==> config.mk <==
export PLATFORM = sky130hd
export DESIGN_NAME = mem_arbiter
export DESIGN_NICKNAME = d
export VERILOG_FILES = /design/src/rtl/mem_arbiter.sv
export SDC_FILE = /design/constraint.sdc
export NUM_CORES = 1
export LEC_CHECK = 0
export ABC_CLOCK_PERIOD_IN_PS = 1600
export CORE_AREA = 2 2 190 192
export CTS_BUF_LIST = sky130_fd_sc_hd__clkbuf_16
export DETAILED_ROUTE_END_ITERATION = 7
export DIE_AREA = 0 0 192 194
export GPL_ROUTABILITY_DRIVEN = 0
export SYNTH_ARGS = -nofsm -noshare
export SYNTH_HDL_FRONTEND = slang
export SYNTH_SLANG_ARGS = --single-unit
==> constraint.sdc <==
create_clock -name clk -period 1.6 [get_ports clk]
set_input_delay 0.16 -clock clk [delete_from_list [all_inputs] [get_ports clk]]
set_output_delay 0.16 -clock clk [all_outputs]
set_load 0.02 [all_outputs]
==> src/rtl/mem_arbiter.sv <==
// mem_arbiter: shares one memory port between instruction fetch and data access, with anti-starvation for fetch.
// Optional watchdog timeout enabled by defining MEM_ARB_WATCHDOG_EN.
module mem_arbiter #(
  parameter int STARVE_LIMIT   = 4,
  parameter int TIMEOUT_CYCLES = 16
) (
  input  logic        clk,
  input  logic        reset,
  input  logic        if_req,
  input  logic [63:0] if_addr,
  output logic [31:0] if_rdata,
  output logic        if_valid,
  output logic        if_stall,
  input  logic        d_req,
  input  logic        d_we,
  input  logic [63:0] d_addr,
  input  logic [63:0] d_wdata,
  output logic [63:0] d_rdata,
  output logic        d_valid,
  output logic        d_stall,
  output logic        mem_req,
  output logic        mem_we,
  output logic [63:0] mem_addr,
  output logic [63:0] mem_wdata,
  input  logic        mem_ack,
  input  logic [63:0] mem_rdata,
  output logic        err
);
  typedef enum logic [1:0] {IDLE, IF_BUSY, D_BUSY} state_e;
  state_e      state_q;
  logic [3:0]  starve_q;
  logic        mem_req_q, mem_we_q, if_valid_q, d_valid_q;
  logic [63:0] mem_addr_q, mem_wdata_q, d_rdata_q;
  logic [31:0] if_rdata_q;
  logic        force_if, timeout, done;
  if (STARVE_LIMIT < 1 || STARVE_LIMIT > 15 || TIMEOUT_CYCLES < 2 || TIMEOUT_CYCLES > 255) begin : g_bad_cfg
    $error("mem_arbiter: parameter out of range");
  end
  assign force_if = if_req && starve_q == 4'(STARVE_LIMIT);
  assign done     = state_q != IDLE && (mem_ack || timeout);
`ifdef MEM_ARB_WATCHDOG_EN
  logic [7:0] wdog_q;
  logic       err_q;
  assign timeout = state_q != IDLE && !mem_ack && wdog_q == 8'(TIMEOUT_CYCLES - 1);
  assign err     = err_q;
  always_ff @(posedge clk or negedge reset) begin
    if (!reset) begin
      wdog_q <= '0;
      err_q  <= 1'b0;
    end else begin
      wdog_q <= (state_q == IDLE || done) ? 8'd0 : wdog_q + 8'd1;
      err_q  <= err_q | timeout;
    end
  end
`else
  assign timeout = 1'b0;
  assign err     = 1'b0;
`endif
  // Stalls are gated by reset so every output reads zero while reset is held.
  assign if_stall  = reset && if_req && !if_valid_q;
  assign d_stall   = reset && d_req && !d_valid_q;
  assign if_valid  = if_valid_q;
  assign d_valid   = d_valid_q;
  assign if_rdata  = if_rdata_q;
  assign d_rdata   = d_rdata_q;
  assign mem_req   = mem_req_q;
  assign mem_we    = mem_we_q;
  assign mem_addr  = mem_addr_q;
  assign mem_wdata = mem_wdata_q;
  always_ff @(posedge clk or negedge reset) begin
    if (!reset) begin
      state_q     <= IDLE;
      starve_q    <= '0;
      mem_req_q   <= 1'b0;
      mem_we_q    <= 1'b0;
      mem_addr_q  <= '0;
      mem_wdata_q <= '0;
      if_valid_q  <= 1'b0;
      d_valid_q   <= 1'b0;
      if_rdata_q  <= '0;
      d_rdata_q   <= '0;
    end else begin
      if_valid_q <= 1'b0;
      d_valid_q  <= 1'b0;
      case (state_q)
        IDLE: begin
          if (d_req && !force_if) begin
            state_q     <= D_BUSY;
            mem_req_q   <= 1'b1;
            mem_we_q    <= d_we;
            mem_addr_q  <= d_addr;
            mem_wdata_q <= d_wdata;
            if (if_req && starve_q != 4'(STARVE_LIMIT)) starve_q <= starve_q + 4'd1;
          end else if (if_req) begin
            state_q     <= IF_BUSY;
            mem_req_q   <= 1'b1;
            mem_we_q    <= 1'b0;
            mem_addr_q  <= if_addr;
            mem_wdata_q <= '0;
            starve_q    <= '0;
          end
        end
        IF_BUSY: begin
          if (done) begin
            state_q    <= IDLE;
            mem_req_q  <= 1'b0;
            mem_we_q   <= 1'b0;
            if_valid_q <= 1'b1;
            if_rdata_q <= mem_ack ? mem_rdata[31:0] : 32'd0;
          end
        end
        D_BUSY: begin
          if (done) begin
            state_q   <= IDLE;
            mem_req_q <= 1'b0;
            mem_we_q  <= 1'b0;
            d_valid_q <= 1'b1;
            d_rdata_q <= (mem_ack && !mem_we_q) ? mem_rdata : 64'd0;
          end
        end
        default: state_q <= IDLE;
      endcase
    end
  end
endmodule

## Word-level counts from Yosys, hierarchy flattened

Index checks and enable logic that the tools add are counted.

| cells by class | value |
|---|---|
| muxes and demuxes | 23 |
| equal/unequal tests | 7 |
| reductions and logical operators | 24 |
| add/subtract/negate cells | 1 |

Operators with widths:

| cell | count |
|---|---|
| $mux W64 | 5 |
| $mux W32 | 1 |
| $mux W4 | 3 |
| $logic_and A1 B1 Y1 | 9 |
| $mux W1 | 8 |
| $reduce_and A2 Y1 | 4 |
| $mux W2 | 3 |
| $reduce_and A3 Y1 | 2 |
| $reduce_bool A2 Y1 | 3 |
| $add A4 B1 Y4 const B | 1 |
| $eq A4 B3 Y1 const B | 1 |
| $logic_not A1 Y1 | 4 |
| $ne A2 B1 Y1 const B | 2 |
| $ne A4 B3 Y1 const B | 1 |
| $pmux W1 S2 | 2 |
| $pmux W2 S2 | 1 |
| $ne A3 B3 Y1 const B | 1 |
| $eq A2 B1 Y1 const B | 1 |
| $eq A2 B2 Y1 const B | 1 |
| $logic_not A2 Y1 | 1 |
| $reduce_or A2 Y1 | 1 |

| storage, ports and cells | value |
|---|---|
| input port bits | 262 |
| output and inout port bits | 231 |
| logic and storage cells | 65 |
| register bits after elaboration | 234 |

## Logic depth before layout (Yosys ltp)

Gate-level depths: netlist (run 1).

| logic depth | value |
|---|---|
| depth in word-level cells | 6 |
| mapped depth | 8 |
| gate-level depth less buffers | 5 |

## Worst setup path after synthesis (run 1)

Ideal clock, no wire load.

| path | value |
|---|---|
| path kind | register to register |
| start point | reg state_q[0] |
| end point | reg mem_addr_q[0] (netlist: mem_addr[0]) |
| setup slack | -104 ps |
| arrival | 1578 ps |
| required time | 1474 ps |
| library setup time | 126 ps |
| buffers on the path | 3 |
| period minus slack after synthesis | 1704 ps |
| cell stages (with the launch flop) | 9 |
| cells stage by stage | dfrtp_1 > inv_1 > ha_1 > buf_2 > nand2_1 > a21oi_1 > buf_2 > buf_4 > a221o_1 |

| between the ends | value |
|---|---|
| longest elaborated chain between the ends | 2 |

Ends and longest elaborated chain:

| element | RTL line | source |
|---|---|---|
| from (decl) | 30 | `state_e state_q;` |
| from (signal assigned) | 72 | `state_q <= IDLE;` |
| from (signal assigned) | 88 | `state_q <= D_BUSY;` |
| from (signal assigned) | 95 | `state_q <= IF_BUSY;` |
| $logic_not A2 Y1 | 85 | `case (state_q)` |
| $reduce_and A2 Y1 (no line) | -- |  |
| to (signal assigned) | 91 | `mem_addr_q <= d_addr;` |
| to (signal assigned) | 98 | `mem_addr_q <= if_addr;` |
| to (decl) | 33 | `logic [63:0] mem_addr_q, mem_wdata_q, d_rdata_q;` |

Every way passes these cells.
A chain may end at the register's enable or synchronous reset.

## Final worst setup path (run 1)

| path | value |
|---|---|
| start point | reg state_q[0] |
| end point | reg mem_addr_q[18] (netlist: mem_addr[18]) |

The elaborated chain is that of the path after synthesis.

==> impl_metrics.yaml, run 1 <==
outcome:
  status: "complete, but fails checks"
  violations: "setup timing"
routing:
  routed-via-count: 8307
  drt_iter0_markers: 321
  drt_wl_total_um: 37500
  firstDrtPassIters: 4
  drc: 0
  vias_per_cell: 4.63
  ant_nets: 0
  detail_route.wl_per_cell_um: 20.9
floorplan:
  rows: 69
  die-area_um2: 37200
  ios: 493
  core_area_um2: 35200
  die_w_um: 192
  start_util: 0.264
  die_y_um: 194
logic_synthesis:
  synth-seq-cells: 234
  synth_area_um2: 9310
  synth_ff_type: "dfrtp_1"
  synthArstFlopShare: 1.00
  synth_largest_area_cell: "dfrtp_1"
  ys_top_cells_by_area: "dfrtp_1 (63%), a221o_1 (6.9%), a22o_1 (6.0%)"
  synthDistinctLibCells: 31
  synth_top_area_share: 0.629
  synthTopCellsByCount: "dfrtp_1 (234), nand2_1 (135), o21ai_0 (67)"
  synth.avg_cell_area_um2: 12.1
  syn_nets: 1034
  synth_edf_count: 0
  synth_most_common_cell: "dfrtp_1"
  syn_inst: 767
  yosysSeqAreaShare: 0.629
  yosysWarnings: 0
critical_path:
  path_max_fanout: 7
  reg2reg_from: "state_q[0]"
  slowest_delay_ns: 0.37
  endpoint_kind: "register"
  worstPathRequired_ns: 2.03
  slowest_stage: "dfrtp_1"
  reg2reg_to: "mem_addr[18]"
  critPathLaunch: "state_q[0]"
  worstSetupEndpoint: "mem_addr[18]"
  start_kind: "register"
  ff2ff_setup_slack_ns: -0.11
  r2r_cells: 7
  critical_path.cell_chain: "inv_2, ha_4, buf_6, and3_4, buf_12, clkbuf_16, a221o_1"
  cp.arrival_ns: 2.13
  critical_path_class: "reg -> reg"
timing:
  min_period_ns: 1.71
  slew_violations: 0
  max-slew-margin-rel: 0.509
  rsz0062_at_grt: "true"
  tns_ns: -6.60
  period_share: 1.07
  worst_slew_pin_slew_ns: 0.737
  clock_skew_ns: 0.0223
  hold_viol: 0
  fmax_ghz: 0.586
  setup_ws_ns: -0.107
  setup_viol: 128
global_route:
  track_usage: 0.182
  grt_max_degree: 121
  overflow: 0
  grt_pass1_vias: 8553
  antenna_found_initial: 0
  grt_pass1_wl_um: 52600
hold_path:
  min_path_type: "in -> reg"
place:
  io_buffer_count: 491
  hpwl_um: 24400
  dp.cells: 1703
cells_and_area:
  fillers: 3264
  area_delta_synth_final_pct: 81.8
  nets: 1580
  ff_latch_area_um2: 5860
  drive_gt1_frac: 0.173
  multiInputGateArea_um2: 3470
  num_antenna_cells: 0
  stdcell_count: 1795
cts:
  cts_made_buffers: 28
  cts_root_buf: "clkbuf_16"
  numClockSinks: 234
  cts.path.max_buffers: 3
  clk_pin_slew_ns: 0.07
  htree_levels: 1
  cts_tree: "yes"
  clk-insertion-delay-late_ns: 0.56
power_and_ir_drop:
  p_leak_nw: 8.21
  pwr_density_cell_nw_per_um2: 1800
  vdd_drop_max_uv: 1030
flow_run:
  cap_viol_max_count: 0
worst min-delay path by stage:
stage / startpoint / to / slack [ns] / depth (start not counted)
finish: mem_rdata[61] / d_rdata[61] / 0.14 / 3
global route: mem_rdata[58] / d_rdata[58] / 0.11 / 3
CTS: mem_rdata[61] / d_rdata[61] / 0.11 / 3
detailed placement: reset / starve_q[1] / -0.05 / 1
global placement: reset / starve_q[1] / -0.04 / 1
floorplan: reset / d_rdata[0] / -0.14 / 0
cell families after synthesis:
logic type      after synthesis  share of synthesized area
buf+inv                      72                     0.0414
flops                       234                      0.629
other cells                   1                   0.000403
simple gates                218                      0.111
xor+xnor                      1                   0.000941
compound gates              204                      0.172
mux                          32                     0.0387
fa+ha+maj                     5                    0.00672
flip-flops by register name, summed over array words and instances, names as in the netlist:
signal	flops
mem_wdata	64
mem_addr	64
starve_q	4
d_valid	1
mem_we	1
if_rdata	32
if_valid	1
d_rdata	64
state_q	2
mem_req	1
repair_timing:
item | in CTS | in global routing
gates resized for setup | 238 | 185
gates cloned | 6 | 21
pin swaps | 8 | 14
hold endpoints to repair | 234 | 0
setup endpoints to repair | 378 | 225
hold buffers | 2 | 0
setup buffers | 6 | 7
power breakdown:
group | internal (W) | switching (W) | leakage, nW
clock | 0.00415 | 0.00265 | 0.482
combinational | 0.00655 | 0.00748 | 4.75
sequential | 0.00829 | 0.00131 | 2.98
cell type report:
class,count,area share
Clock buffer,28,0.0414
Clock inverter,23,0.0161
Timing Repair Buffer,579,0.356
Sequential cell,234,0.346
Inverter,9,0.00200
Multi-Input combinational cell,461,0.205
Tap cell,461,0.0341
layout by cell type, fill, tap and decap left out, types with 4 or more instances in the layout:
| cell | instances |
|---|---|
| clkdlybuf4s50_1 | 260 |
| dfrtp_1 | 234 |
| dlygate4sd2_1 | 227 |
| nand2_1 | 104 |
| and2_1 | 64 |
| a221o_1 | 64 |
| a22o_1 | 64 |
| clkbuf_16 | 45 |
| o21ai_1 | 38 |
| mux2_4 | 32 |
| buf_4 | 31 |
| o21ai_2 | 26 |
| nand2_2 | 24 |
| buf_12 | 14 |
| buf_8 | 10 |
| buf_6 | 9 |
| inv_1 | 8 |
| clkinv_1 | 8 |
| nand2_4 | 7 |
| bufinv_16 | 6 |
| nand3_1 | 5 |
| buf_16 | 5 |
| inv_2 | 4 |
| nand3b_1 | 4 |
worst max-delay path: cells and delay by family (launching register included):
family / cells / cell delay (ns)
simple gates: 1 / 0.25
buf+inv: 4 / 0.49
fa+ha+maj: 1 / 0.17
flops: 1 / 0.37
compound gates: 1 / 0.29
layer usage:
metal	global-route usage	wire length [um]	share of wire	up-vias
met5	0	0	0	-
met1	0.222	14800	0.39	4071
met2	0.305	18300	0.49	343
li1	-	-	-	3844
met3	0.0624	3430	0.091	49
met4	0.0517	974	0.026	0
stage by stage:
step	power, W	cell area [um^2]	hold WS, ns	util	worst slack, ns
after global routing	0.0321	16900	0.114	0.481	-0.187
final	0.0304	16900	0.136	0.481	-0.107
after global placement	0.0237	15000	-0.0443	0.427	-0.262
after CTS	0.0296	16000	0.111	0.454	-0.135
after detailed placement	0.0238	15000	-0.0462	0.427	-0.275
after floorplan	0.0164	9370	-0.136	-	0.00859
Power figures use the tool's default switching activity.
==> inputs of run 2 (changes only) <==
--- a/config.mk
+++ b/config.mk
@@ -11,6 +11,7 @@
 export DETAILED_ROUTE_END_ITERATION = 7
 export DIE_AREA = 0 0 192 194
 export GPL_ROUTABILITY_DRIVEN = 0
+export GPL_TIMING_DRIVEN = 0
 export SYNTH_ARGS = -nofsm -noshare
 export SYNTH_HDL_FRONTEND = slang
 export SYNTH_SLANG_ARGS = --single-unit
==> impl_metrics.yaml, run 2 (synthesized netlist as in run 1, its figures left out) <==
timing:
  clock_skew_ns: 0.0203
  worst_slew_pin_slew_ns: 0.526
  period_share: 1.12
  slew_violations: 0
  hold_viol: 175
  max-slew-margin-rel: 0.649
  setup_viol: 226
  setup_ws_ns: -0.185
  fmax_ghz: 0.560
  min_period_ns: 1.79
  whs_ns: -0.118
  rsz0062_at_grt: "true"
cts:
  htree_levels: 1
  clk_pin_slew_ns: 0.06
  cts_made_buffers: 28
  cts_hold_buf: 8
  clk-insertion-delay-late_ns: 0.56
  cts_tree: "yes"
  cts.path.max_buffers: 3
  cts_root_buf: "clkbuf_16"
  numClockSinks: 234
routing:
  detail_route.wl_per_cell_um: 22.1
  vias_per_cell: 4.72
  drt_wl_total_um: 40800
  routed-via-count: 8717
  ant_nets: 0
  firstDrtPassIters: 4
  drc: 0
  drt_iter0_markers: 299
global_route:
  grt_pass1_wl_um: 58600
  antenna_found_initial: 1
  track_usage: 0.208
  grt_pass1_vias: 9338
  overflow: 0
  grt_max_degree: 96
cells_and_area:
  multiInputGateArea_um2: 3670
  fin_area_um2: 17900
  num_antenna_cells: 0
  ff_latch_area_um2: 5860
  final_common_cell: "clkdlybuf4s50_1"
  drive_gt1_frac: 0.238
  nets: 1631
  fillers: 3138
  stdcell_count: 1846
  fin_util: 0.508
  area_delta_synth_final_pct: 92.2
  final_cell_mix: "clkdlybuf4s50_1 (258), dfrtp_1 (234), dlygate4sd2_1 (227)"
floorplan:
  die-area_um2: 37200
  core_area_um2: 35200
  rows: 69
  die_y_um: 194
  die_w_um: 192
  start_util: 0.264
  ios: 493
critical_path:
  critical_path.cell_chain: "inv_2, ha_4, nand4b_4, and3_4, buf_6, buf_12, buf_12, a221o_1"
  crit_family: "buffers and inverters"
  start_kind: "register"
  path_max_fanout: 4
  critical_path_class: "reg -> reg"
  timing.critical_path.buf_inv: 4
  slowest_delay_ns: 0.40
  endpoint_kind: "register"
  cpMostUsedCell: "buf_12"
  cp.arrival_ns: 2.20
  worstPathRequired_ns: 2.02
  slowest_stage: "dfrtp_1"
power_and_ir_drop:
  p_leak_nw: 8.66
  pwr_density_cell_nw_per_um2: 1800
  vdd_drop_max_uv: 1040
flow_run:
  cap_viol_max_count: 0
place:
  dp.cells: 1719
  dp_slack_ns: -0.561
  placed_cell_area_um2: 14900
  hpwl_um: 27100
  io_buffer_count: 489
hold_path:
  min_path_type: "in -> async"
outcome:
  violations: "hold timing, setup timing"
  status: "complete, but fails checks"
-- run 2: per-stage QoR --
stage	power (W)	setup TNS, ns
CTS	0.0317	-20.26
global route	0.0339	-35.78
global placement	0.0237	-2494.03
finish	0.0323	-21.38
floorplan	0.0164	0
detailed placement	0.0238	-74.18
-- run 2: layout make-up --
class,count,area share
Timing Repair Buffer,574,0.340
Clock inverter,23,0.0122
Clock buffer,28,0.0391
Multi-Input combinational cell,461,0.205
Sequential cell,234,0.327
Inverter,9,0.00217
Buffer,56,0.0424
Tap cell,461,0.0322
-- run 2: layer usage --
layer	vias to the layer above	share of wire	track usage
met1	4318	0.37	0.236
li1	3955	-	-
met2	378	0.51	0.375
met5	-	0.00044	0
met4	2	0.028	0.0568
met3	64	0.090	0.0632
-- run 2: tightest hold or removal path: stages --
cell and delay (ns):
buf_8 0.08, buf_12 0.09, buf_12 0.09, bufbuf_16 0.41
-- run 2: path summary, 6_finish.rpt --
check / cells after the start / slack (ns) / startpoint / end
setup / recovery: 8 / -0.19 / starve_q[0] / mem_addr[24]
hold / removal: 4 / -0.12 / reset / d_rdata[5]
setup reg to reg: 8 / -0.19 / starve_q[0] / mem_addr[24]
hold reg to reg: 2 / 0.48 / d_rdata[6] / d_rdata[6]
max in group asynchronous: 7 / 0.91 / reset / if_rdata[26]
min in group clk: 3 / 0.14 / mem_rdata[33] / d_rdata[33]
-- run 2: repair_timing --
item / in CTS / in global routing
endpoints found under the setup margin: 460 / 234
gates resized for setup: 473 / 202
buffers inserted: 34 / 14
hold endpoints to repair: 238 / 160
gates cloned: 26 / 8
pin swaps: 52 / 104
-- run 2: power by group --
group	internal [W]	switching (W)
clock network	0.00381	0.00259
logic	0.00801	0.00821
registers	0.00829	0.00134
==> inputs of run 3 (changes only) <==
--- a/config.mk
+++ b/config.mk
@@ -12,6 +12,7 @@
 export DIE_AREA = 0 0 192 194
 export GPL_ROUTABILITY_DRIVEN = 0
 export GPL_TIMING_DRIVEN = 0
+export MAX_ROUTING_LAYER = met4
 export SYNTH_ARGS = -nofsm -noshare
 export SYNTH_HDL_FRONTEND = slang
 export SYNTH_SLANG_ARGS = --single-unit
==> impl_metrics.yaml, run 3 (synthesized netlist as in run 1, its figures left out) <==
critical_path:
  start_kind: "register"
  slowest_delay_ns: 0.37
  slowest_stage: "dfrtp_1"
  path_max_fanout: 5
  crit_family: "buffers and inverters"
  critical_path_class: "reg -> reg"
  r2r_cells: 8
  cp.arrival_ns: 2.20
  endpoint_kind: "register"
  critical_path.cell_chain: "inv_2, ha_4, buf_6, and3_4, buf_6, buf_12, buf_12, a221o_1"
  cp.depth: 8
  ff2ff_setup_slack_ns: -0.19
  timing.critical_path.buf_inv: 5
  worstPathRequired_ns: 2.02
cells_and_area:
  nets: 1632
  fillers: 3133
  final_common_cell: "clkdlybuf4s50_1"
  area_delta_synth_final_pct: 92.6
  drive_gt1_frac: 0.238
  final_cell_mix: "clkdlybuf4s50_1 (258), dfrtp_1 (234), dlygate4sd2_1 (227)"
  fin_area_um2: 17900
floorplan:
  die_y_um: 194
  die_w_um: 192
  die-area_um2: 37200
  ios: 493
  start_util: 0.264
  rows: 69
  core_area_um2: 35200
timing:
  fmax_ghz: 0.560
  rsz0062_at_grt: "true"
  slew_violations: 0
  worst_slew_pin_slew_ns: 0.521
  setup_ws_ns: -0.187
  clock_skew_ns: 0.0235
  max-slew-margin-rel: 0.653
  tns_ns: -22.52
  setup_viol: 228
  period_share: 1.12
  min_period_ns: 1.79
  whs_ns: -0.119
  hold_viol: 173
hold_path:
  min_path_type: "in -> async"
global_route:
  grt_pass1_vias: 9390
  track_usage: 0.214
  overflow: 0
  antenna_found_initial: 1
  grt_pass1_wl_um: 58400
  grt_max_degree: 96
routing:
  routed-via-count: 8746
  drc: 0
  drt_wl_total_um: 40800
  drt_iter0_markers: 362
  ant_nets: 0
  vias_per_cell: 4.73
  detail_route.wl_per_cell_um: 22.1
  firstDrtPassIters: 5
cts:
  cts_root_buf: "clkbuf_16"
  cts.path.max_buffers: 3
  numClockSinks: 234
  clk_pin_slew_ns: 0.06
  clk-insertion-delay-late_ns: 0.56
  cts_tree: "yes"
  htree_levels: 1
  cts_made_buffers: 28
  cts_hold_buf: 8
place:
  hpwl_um: 27100
  dp_slack_ns: -0.561
  io_buffer_count: 489
  placed_cell_area_um2: 14900
outcome:
  status: "complete, but fails checks"
  violations: "hold timing, setup timing"
power_and_ir_drop:
  vdd_drop_max_uv: 1040
  pwr_density_cell_nw_per_um2: 1800
  p_leak_nw: 8.67
flow_run:
  cap_viol_max_count: 0
-- run 3: cell count changes in the layout (fill, tap and decap cells not counted), sizes merged --
cell,previous run,this run
clkbuf,48,49
diode,0,1
-- run 3: power breakdown --
part	total, W	switching (W)	internal, W
Clock	0.00641	0.00260	0.00381
Sequential	0.00963	0.00134	0.00829
Combinational	0.0163	0.00822	0.00803
-- run 3: worst paths after layout --
kind	start	end
max	state_q[1]	mem_addr[24]
min	reset	d_rdata[5]
max reg2reg	state_q[1]	mem_addr[24]
min reg2reg	d_rdata[6]	d_rdata[6]
max in group asynchronous	reset	if_rdata[26]
min in group clk	mem_rdata[33]	d_rdata[33]
-- run 3: final cells by class --
cell class	count	area, um^2	share of cell area
Sequential cell	234	5860	0.326
Timing Repair Buffer	575	6110	0.341
Tap cell	461	577	0.0322
Clock buffer	28	701	0.0391
Inverter	9	38.8	0.00216
Antenna cell	1	2.50	0.000140
Clock inverter	23	219	0.0122
Multi-Input combinational cell	461	3670	0.205
Buffer	56	758	0.0423
-- run 3: stage by stage --
stage                     std cells  total power [W]  utilization
after floorplan                 767           0.0164            -
after global placement         1717           0.0237        0.421
after detailed placement       1719           0.0238        0.423
after CTS                      1838           0.0317        0.490
after global routing           1848           0.0339        0.509
final                          1848           0.0323        0.509
-- run 3: repair_timing --
action,4_1_cts,5_1_grt
gates resized for setup,473,201
setup endpoints to repair,460,234
pin swaps,52,106
endpoints found under the hold margin,238,160
setup buffers,34,14
cloned,26,9
-- run 3: worst register-to-register path: cells and delay by family (launching register included) --
family	cells	cell delay, ns
AOI/OAI and AO/OA	1	0.30
DFF	1	0.37
adders and majority gates	1	0.16
buffers and inverters	5	0.60
and+or+nand+nor	1	0.22
-- run 3: layer usage --
layer,vias to the layer above,track usage,wire [um]
met5,-,-,0
li1,3957,-,-
met1,4329,0.237,15300
met3,69,0.0612,3590
met2,391,0.374,20700
met4,0,0.0577,1170
